--- config.mk ---
export PLATFORM = sky130hd
export DESIGN_NAME = antenna_period_tracker
export DESIGN_NICKNAME = d
export VERILOG_FILES = /design/src/rtl/antenna_period_tracker.sv
export SDC_FILE = /design/constraint.sdc
export NUM_CORES = 1
export LEC_CHECK = 0
export CAP_MARGIN = 30
export CORE_MARGIN = 3
export CORE_UTILIZATION = 50
export CTS_CLUSTER_SIZE = 28
export DETAILED_ROUTE_END_ITERATION = 12
export HOLD_SLACK_MARGIN = 0.06
export PLACE_DENSITY_LB_ADDON = 0.15
export RECOVER_POWER = 25
export SYNTH_ARGS = -nofsm -noshare
export SYNTH_HDL_FRONTEND = slang
export SYNTH_SLANG_ARGS = --single-unit
--- constraint.sdc ---
create_clock -name clock -period 1.8 [get_ports clock]
set_input_delay 0.27 -clock clock [delete_from_list [all_inputs] [get_ports clock]]
set_output_delay 0.27 -clock clock [all_outputs]
set_load 0.01 [all_outputs]
--- src/rtl/antenna_period_tracker.sv ---
// Measures the period of the synchronized antenna feedback, locks onto a stable in-range
// signal and strobes the tracked period out. Optional averaging: PERIOD_TRACKER_AVERAGE_EN.
//
// state   | meaning
// --------+------------------------------------------------------------
// IDLE    | tracking disabled, counters cleared
// ARM     | enabled, waiting for the first rising edge to start timing
// MEASURE | timing the interval between successive rising edges
module antenna_period_tracker #(
  parameter int PERIOD_WIDTH   = 16,
  parameter int INITIAL_PERIOD = 70,
  parameter int MIN_PERIOD     = 20,
  parameter int MAX_PERIOD     = 200,
  parameter int LOCK_COUNT     = 4
) (
  input  logic                    clock,
  input  logic                    reset,
  input  logic                    enable,
  input  logic                    antenna,
  output logic [PERIOD_WIDTH-1:0] period_out,
  output logic                    set_period,
  output logic                    locked
);

`ifdef PERIOD_TRACKER_AVERAGE_EN
  localparam int LOCK_TARGET = (LOCK_COUNT > 4) ? LOCK_COUNT : 4;
`else
  localparam int LOCK_TARGET = LOCK_COUNT;
`endif
  localparam int RUN_W = $clog2(LOCK_TARGET + 1);

  localparam logic [PERIOD_WIDTH-1:0] MIN_P     = PERIOD_WIDTH'(MIN_PERIOD);
  localparam logic [PERIOD_WIDTH-1:0] MAX_P     = PERIOD_WIDTH'(MAX_PERIOD);
  localparam logic [PERIOD_WIDTH-1:0] TIMEOUT_P = PERIOD_WIDTH'(MAX_PERIOD + 1);
  localparam logic [PERIOD_WIDTH-1:0] CNT_SAT   = '1;
  localparam logic [RUN_W-1:0]        RUN_FULL  = RUN_W'(LOCK_TARGET);

  typedef enum logic [1:0] {IDLE, ARM, MEASURE} state_t;

  state_t                  state_q, state_d;
  logic [PERIOD_WIDTH-1:0] cnt_q, cnt_d;
  logic [RUN_W-1:0]        run_q, run_d;
  logic                    locked_d, set_d;
  logic [PERIOD_WIDTH-1:0] period_d, new_period;
  logic                    sync1_q, sync2_q, sync_prev_q;
  logic                    rise, timeout, in_range, valid, reject;

  always_ff @(posedge clock) begin
    if (reset) begin
      sync1_q     <= 1'b0;
      sync2_q     <= 1'b0;
      sync_prev_q <= 1'b0;
    end else begin
      sync1_q     <= antenna;
      sync2_q     <= sync1_q;
      sync_prev_q <= sync2_q;
    end
  end

  assign rise     = sync2_q & ~sync_prev_q;
  // cnt_q holds cycles elapsed since the last edge, so on an edge it is the period itself
  assign timeout  = (state_q == MEASURE) && (cnt_q >= TIMEOUT_P);
  assign in_range = (cnt_q >= MIN_P) && (cnt_q <= MAX_P);
  assign valid    = (state_q == MEASURE) && rise && !timeout && in_range;
  assign reject   = (state_q == MEASURE) && rise && !timeout && !in_range;

`ifdef PERIOD_TRACKER_AVERAGE_EN
  logic [PERIOD_WIDTH-1:0] hist_q [4];
  logic [PERIOD_WIDTH+1:0] sum_q, sum_new;
  logic                    hist_clr, hist_push;

  assign hist_clr   = !enable || timeout || reject;
  assign hist_push  = enable && valid;
  // running sum of the four newest periods once the current one replaces the oldest
  assign sum_new    = sum_q - {2'b00, hist_q[3]} + {2'b00, cnt_q};
  assign new_period = sum_new[PERIOD_WIDTH+1:2];

  always_ff @(posedge clock) begin
    if (reset || hist_clr) begin
      for (int i = 0; i < 4; i++) hist_q[i] <= '0;
      sum_q <= '0;
    end else if (hist_push) begin
      hist_q[0] <= cnt_q;
      for (int i = 1; i < 4; i++) hist_q[i] <= hist_q[i-1];
      sum_q <= sum_new;
    end
  end
`else
  assign new_period = cnt_q;
`endif

  always_comb begin
    state_d  = state_q;
    cnt_d    = cnt_q;
    run_d    = run_q;
    locked_d = locked;
    period_d = period_out;
    set_d    = 1'b0;
    if (!enable) begin
      state_d  = IDLE;
      cnt_d    = '0;
      run_d    = '0;
      locked_d = 1'b0;
    end else begin
      case (state_q)
        IDLE: begin
          state_d = ARM;
          cnt_d   = '0;
        end
        ARM: begin
          if (rise) begin
            state_d = MEASURE;
            cnt_d   = PERIOD_WIDTH'(1);
          end
        end
        MEASURE: begin
          if (cnt_q != CNT_SAT) cnt_d = cnt_q + PERIOD_WIDTH'(1);
          if (timeout) begin
            run_d    = '0;
            locked_d = 1'b0;
            // an edge landing on the timeout cycle still opens the next measurement
            if (rise) begin
              cnt_d = PERIOD_WIDTH'(1);
            end else begin
              state_d = ARM;
              cnt_d   = '0;
            end
          end else if (valid) begin
            cnt_d    = PERIOD_WIDTH'(1);
            run_d    = (run_q == RUN_FULL) ? run_q : run_q + RUN_W'(1);
            locked_d = (run_d == RUN_FULL);
            if (locked) begin
              set_d    = 1'b1;
              period_d = new_period;
            end
          end else if (reject) begin
            cnt_d    = PERIOD_WIDTH'(1);
            run_d    = '0;
            locked_d = 1'b0;
          end
        end
        default: state_d = IDLE;
      endcase
    end
  end

  always_ff @(posedge clock) begin
    if (reset) begin
      state_q    <= IDLE;
      cnt_q      <= '0;
      run_q      <= '0;
      locked     <= 1'b0;
      set_period <= 1'b0;
      period_out <= PERIOD_WIDTH'(INITIAL_PERIOD);
    end else begin
      state_q    <= state_d;
      cnt_q      <= cnt_d;
      run_q      <= run_d;
      locked     <= locked_d;
      set_period <= set_d;
      period_out <= period_d;
    end
  end

endmodule
## After elaboration in Yosys (flattened, before gate mapping)

Index checks and enable logic that the tools add are counted.

| storage, ports and cells | value |
|---|---|
| flip-flop bits (word level) | 42 |
| latch bits | 0 |
| bits in writable memories | 0 |
| memory bits (read-only) | 0 |
| bits of input ports | 4 |
| word-level logic and storage cells | 65 |
| memories kept | 0 |

| cells by class | value |
|---|---|
| add/subtract/negate cells | 2 |
| $mul | 0 |
| div/mod/pow operators | 0 |
| order comparisons | 3 |
| eq/ne operators | 9 |
| shifts and indexed selects | 0 |
| mux-type cells | 19 |
| bitwise operators | 6 |
| reductions and logical operators | 17 |

Operator list:

| cell | count |
|---|---|
| $mux 16 | 5 |
| $pmux 16 s3 | 1 |
| $add 16x1->16 const B | 1 |
| $ge 16x5->1 const B | 1 |
| $ge 16x8->1 const B | 1 |
| $le 16x8->1 const B | 1 |
| $ne 16x16->1 const B | 1 |
| $mux 3 | 4 |
| $eq 3x3->1 const B | 2 |
| $logic_and 1x1->1 | 6 |
| $mux 2 | 3 |
| $ne 2x2->1 const B | 3 |
| $pmux 2 s3 | 1 |
| $reduce_and 3->1 | 2 |
| $reduce_bool 3->1 | 2 |
| $mux 1 | 5 |
| $ne 5x4->1 const B | 1 |
| $not 1->1 | 5 |
| $reduce_and 5->1 | 1 |
| $reduce_or 5->1 | 1 |
| $add 3x1->3 const B | 1 |
| $eq 2x1->1 const B | 1 |
| $eq 2x2->1 const B | 1 |
| $logic_not 1->1 | 2 |
| other kinds (4) | 4 |

## Depth between registers and ports, before layout

Gate-level depths: netlist of run 1.

| logic depth | value |
|---|---|
| depth in word-level cells | 9 |
| depth in mapped cells | 7 |
| depth with buffers taken out | 6 |

## Least setup slack after synthesis of run 1

Ideal clock, no wire load.

| timing path | value |
|---|---|
| path kind | register to register |
| from | register cnt_q[1] |
| to | register period_out[0] |
| setup time | 0.132 ns |
| arrival time | 1.652 ns |
| path slack | 0.016 ns |
| cell stages (with the launch flop) | 7 |
| clock period less this slack | 1.784 ns |
| cells stage by stage | dfxtp_1 -> inv_1 -> ha_1 -> or3b_4 -> a211o_1 -> o31ai_1 -> a21oi_1 |

| between the ends | value |
|---|---|
| longest elaborated chain between the ends | 6 |

Ends and longest elaborated chain:

| what | RTL line | source |
|---|---|---|
| start, declared | 41 | `logic [PERIOD_WIDTH-1:0] cnt_q, cnt_d;` |
| start signal, assigned | 157 | `cnt_q <= cnt_d;` |
| $ge 16x8->1 | 62 | `assign timeout = (state_q == MEASURE) && (cnt_q >= TIMEOUT_P);` |
| $logic_and 1x1->1 | 62 |  |
| $logic_not 1->1 | 64 | `assign valid = (state_q == MEASURE) && rise && !timeout && in_range;` |
| $logic_and 1x1->1 (2 in series) | 64 |  |
| $reduce_and 5->1 (no source line) (*) | -- |  |
| end signal, assigned | 154 | `period_out <= PERIOD_WIDTH'(INITIAL_PERIOD);` |
| end signal, assigned | 161 | `period_out <= period_d;` |
| end, declared | 20 | `output logic [PERIOD_WIDTH-1:0] period_out,` |

Mark *: on every way between the ends. The rest lies on a longest branch, timed or not.
A chain may end at the register's enable or synchronous reset.

## Worst setup path in the final report of run 1

| timing path | value |
|---|---|
| from | register cnt_q[0] |
| to | register period_out[3] |

Same word-level chain as after synthesis.

==> results of run 1 <==
[flip-flops by register name (all words and copies together), names as in the netlist]
signal,cells
cnt_q,16
period_out,16
run_q,3
state_q,2
locked,1
set_period,1
sync1_q,1
sync2_q,1
sync_prev_q,1
[timing repair]
action	in CTS	in global routing
endpoints found under the setup margin	15	27
resized for setup	2	24
pin swaps	1	5
buffers inserted	3	2
[layout make-up]
cell class                      count  area (sq um)
Multi-Input combinational cell    169          1294
Timing Repair Buffer               53         470.5
Sequential cell                    42         845.8
Clock buffer                        6         82.58
Tap cell                           50         62.56
Fill cell                         329          1256
Clock inverter                      2         16.27
Inverter                            8         30.03
[Yosys cell counts (2+ instances only)]
master | instances | area, sq um
o211ai_1 | 4 | 30.03
a32oi_1 | 3 | 26.28
dfxtp_1 | 42 | 840.8
nor4b_1 | 2 | 17.52
a21oi_4 | 2 | 32.53
a31oi_1 | 7 | 43.79
a2111oi_0 | 2 | 17.52
a41oi_1 | 3 | 26.28
or4_4 | 2 | 22.52
a211oi_2 | 2 | 25.02
mux2i_1 | 4 | 40.04
o2111ai_1 | 2 | 17.52
o21ai_0 | 2 | 10.01
clkbuf_1 | 5 | 18.77
buf_4 | 3 | 22.52
nor2_1 | 13 | 48.80
a211o_1 | 2 | 17.52
and2_1 | 11 | 68.82
nor3_1 | 4 | 20.02
nand4_1 | 14 | 87.58
a211oi_1 | 2 | 15.01
xnor2_1 | 2 | 17.52
buf_2 | 2 | 10.01
ha_1 | 9 | 112.6
o31ai_1 | 6 | 45.04
nand3_1 | 8 | 40.04
inv_1 | 8 | 30.03
nand2_1 | 16 | 60.06
nor3_2 | 7 | 70.07
a21oi_1 | 15 | 75.07
nor2b_1 | 6 | 37.54
and3_1 | 5 | 31.28
[worst min-delay path by stage]
stage                             from                 end  slack, ns  cells after the start
detailed placement  sync1_q$_SDFF_PP0_  sync2_q$_SDFF_PP0_       0.43                      1
floorplan                        reset  sync1_q$_SDFF_PP0_       0.34                      1
finish              sync1_q$_SDFF_PP0_  sync2_q$_SDFF_PP0_       0.45                      1
global placement    sync1_q$_SDFF_PP0_  sync2_q$_SDFF_PP0_       0.43                      1
global route        sync1_q$_SDFF_PP0_  sync2_q$_SDFF_PP0_       0.46                      1
CTS                 sync1_q$_SDFF_PP0_  sync2_q$_SDFF_PP0_       0.45                      1
[metrics by stage]
stage	std cells	instance area, sq um	setup WS (ns)
global route	330	2801	-0.1521
global placement	317	2545	0.001841
CTS	328	2671	0.001641
detailed placement	317	2545	-0.05388
floorplan	231	2125	0.01597
finish	330	2801	-0.08249
[cells by family after synthesis]
kind of cell,after synthesis
AOI/OAI and AO/OA,57
xor gates and xnor gates,2
adders and majority gates,9
buffers and inverters,20
DFF,42
muxes,4
and+or+nand+nor,97
[per-layer routing]
layer  up-vias  wire length (microns)  GRT usage  part of all wire
met2        70                   2415     0.2980              0.45
li1        954                      -          -                 -
met3        11                    307    0.03693             0.057
met4         0                    114    0.08768             0.021
met5         -                      0          0                 0
met1       918                   2567     0.3099              0.47
[report_power, final]
group / internal [W] / switching (W)
clock: 0.000316 / 0.000352
combinational: 0.0000401 / 0.0000647
sequential: 0.000931 / 0.00000255
==> results.md, run 1 <==
- The count of H-tree levels built during CTS is 2.
- The worst setup path startpoint is cnt_q[0]$_SDFFE_PP0P_.
- From bottom edge to top edge, the die measures between 70 and 80 microns.
- At the pin with the least slew margin, the transition time is 0.4344 ns.
- Setup repair after global routing could not meet its margin everywhere.
- The launching element type of the critical path is a flip-flop.
- The remaining global-route overflow is 0.
- The remaining antenna violation count is 0.
- The critical path's slowest cell is or3b_4.
- The data required time at the worst endpoint is between 1.5 and 2 ns.
- The worst pin sits at a relative slew slack of 0.7082.
- The longest clock path from root to sink contains 2 buffers.
- In this design, the stage delay of the slowest critical-path cell is around 0.43 ns.
- The number of max-slew violations in the final report is 0.
- The synthesized instance count is 231.
- The global placer's final weighted congestion is around 0.9.
- The average instance in the mapped netlist occupies between 9 and 10 sq um.
- The first global-routing pass estimated 8549 microns of wire.
- The number of clock sinks seen by CTS is 42.
- Clock-pin slew was measured on the worst setup and hold paths at 0.08 ns.
- The number of global-route vias before repair is about 1,800.
- The worst reg2reg path endpoint is period_out[3]$_SDFFE_PP0P_.
- Counting every net in the synthesized netlist gives ~240.
- The critical path's top delay family is compound AO/OA/AOI/OAI gates.
- Of all nets on the critical path, the largest fanout is 6.
- Walking the worst path, the cells encountered are inv_2, ha_1, or3b_4, a211o_4, o31ai_1, a21oi_1.
- 0 antenna diodes ended up in the layout.
- The number of port buffers is 21.
- The routed via count divided by cell count is roughly 5.9.
- After synthesis, the share of flip-flops with an asynchronous set or reset is 0.
- The number of flops mapped to enable cells by yosys is 0.
- The run finished, with violations left.
- The die outline width is 71.19 microns.
- The signed area change from the synthesized netlist to the final layout is 31.86%.
- Dividing the detail-routed wire length by the instance count gives roughly 16 microns.
- The largest family of logic cells by synthesized area is simple AND/OR/NAND/NOR gates.
- The worst path buffer plus inverter count is 1.
- Of the cells placed in the final design, the portion with a size suffix greater than 1 is 0.2714.
- The worst register-to-register path has a setup slack of -0.08 ns.
- Setup violations remaining at the end of the flow were counted as 8.
- For the final routed database, the setup TNS stands at -0.3921 ns.
- The maximum resistive drop on vdd is between 0.3 and 0.4 mV.
- The critical setup path kind is flip-flop to flip-flop.
- Based on the critical path, the design can be clocked at up to 0.5312 GHz.
- For this design the ratio of total power to cell area is approximately 600 nW/um^2.
- The area fraction in and, or, nand and nor cells after synthesis is 0.2762.
- The depth of the worst register-to-register path is 6.
- After the first detailed-routing iteration, the DRC count stood at 166.
- The number of antenna violations at the first check in global routing is 0.
- For this block, the routed nets add up to between 5000 and 6000 microns of wire.
- The die covers 5067 sq um.
- The max-capacitance violation count is 0.
- Summing internal, switching and leakage power gives 0.001707 W.
- The total via count in the routed design is 1,953.
- The CTS tree is yes.
- The adder-cell share of the synthesized area is 0.05300.
- The net count of the finished layout is 292.
- The data arrival time of the critical path is 2.07 ns.
- The final critical path time including I/O delays and setup is 1.882 ns.
- In this run the worst hold path is classified as flip-flop to flip-flop.
- The most critical setup path has its endpoint at period_out[3]$_SDFFE_PP0P_.
- Of the total synthesized cell area, the portion taken by XOR and XNOR cells is 0.008245.
- Entering global routing, the biggest net connects 15 pins.
- The clock latency on the worst-skew pair is 0.30 ns.
- The worst register-to-register path begins at cnt_q[0]$_SDFFE_PP0P_.
- Once layout is complete, the utilization of the core stands at 0.6904.
- For this run, design rule violations remaining after detail routing come to 0.
- For this run, the detailed router's first-pass iteration total came to 4.
- The total half-perimeter wirelength after legalization and detailed placement is 3647 microns.
- The synthesized design contains 42 register bits.
- The distinct cell type count after synthesis is 48.
- For this run, the leading register cell type out of synthesis is dfxtp_1.
- Across every metal layer, demand over resource in global routing totals 0.2095.
- The hold violation count in the final report is 0.
- The total area inside the core boundary comes to about 4000 sq um.
- The final reports fail on negative setup slack.
- In the layout the commonest cells are dfxtp_1, buf_4, nand2_1.
- The cell depth of the worst setup path is 6.
- Buffers inserted to repair hold after CTS numbered 0.
- The worst slack on hold paths is around 0.45 ns.
- The area fraction in compound gates after synthesis came to 0.2020.
- Setup slack on the critical path of the routed design comes to -0.08249 ns.
- Leaving out fill and tap cells, the most frequent cell in the layout is dfxtp_1.
- In this run the cell area of the synthesized design comes to 2125 sq um.
- For this configuration, the core starts out at a cell density of 0.5236.
- The number of buffers created by CTS is 5.
- The boundary pin count is 22.
- Of the available clock period, the critical path in the final layout requires 1.046.
- The static leakage power is 1.035 nW.
- The mux contribution to synthesized area is 0.01885.
- Clock skew on the completed layout was measured at ~0.0050 ns.
- The number of cell rows is 23.
- The tree is rooted in a clkbuf_8.
- The type of destination of the critical path is a flip-flop.
- For this run, the number of Yosys warnings is 0.
- The register area share after synthesis is 0.3958.
Note: power is estimated with default switching activity, not from simulation.
==> run 2: changes to the inputs <==
GPL_ROUTABILITY_DRIVEN = 0   (was default)
==> results of run 2 <==
Same layout as run 1: the final DEF is identical, and so are final timing and power.
==> run 3: changes to the inputs <==
CTS_CLUSTER_SIZE = default   (was 28)
==> results of run 3 <==
Same layout as run 1: the final DEF is identical, and so are final timing and power.
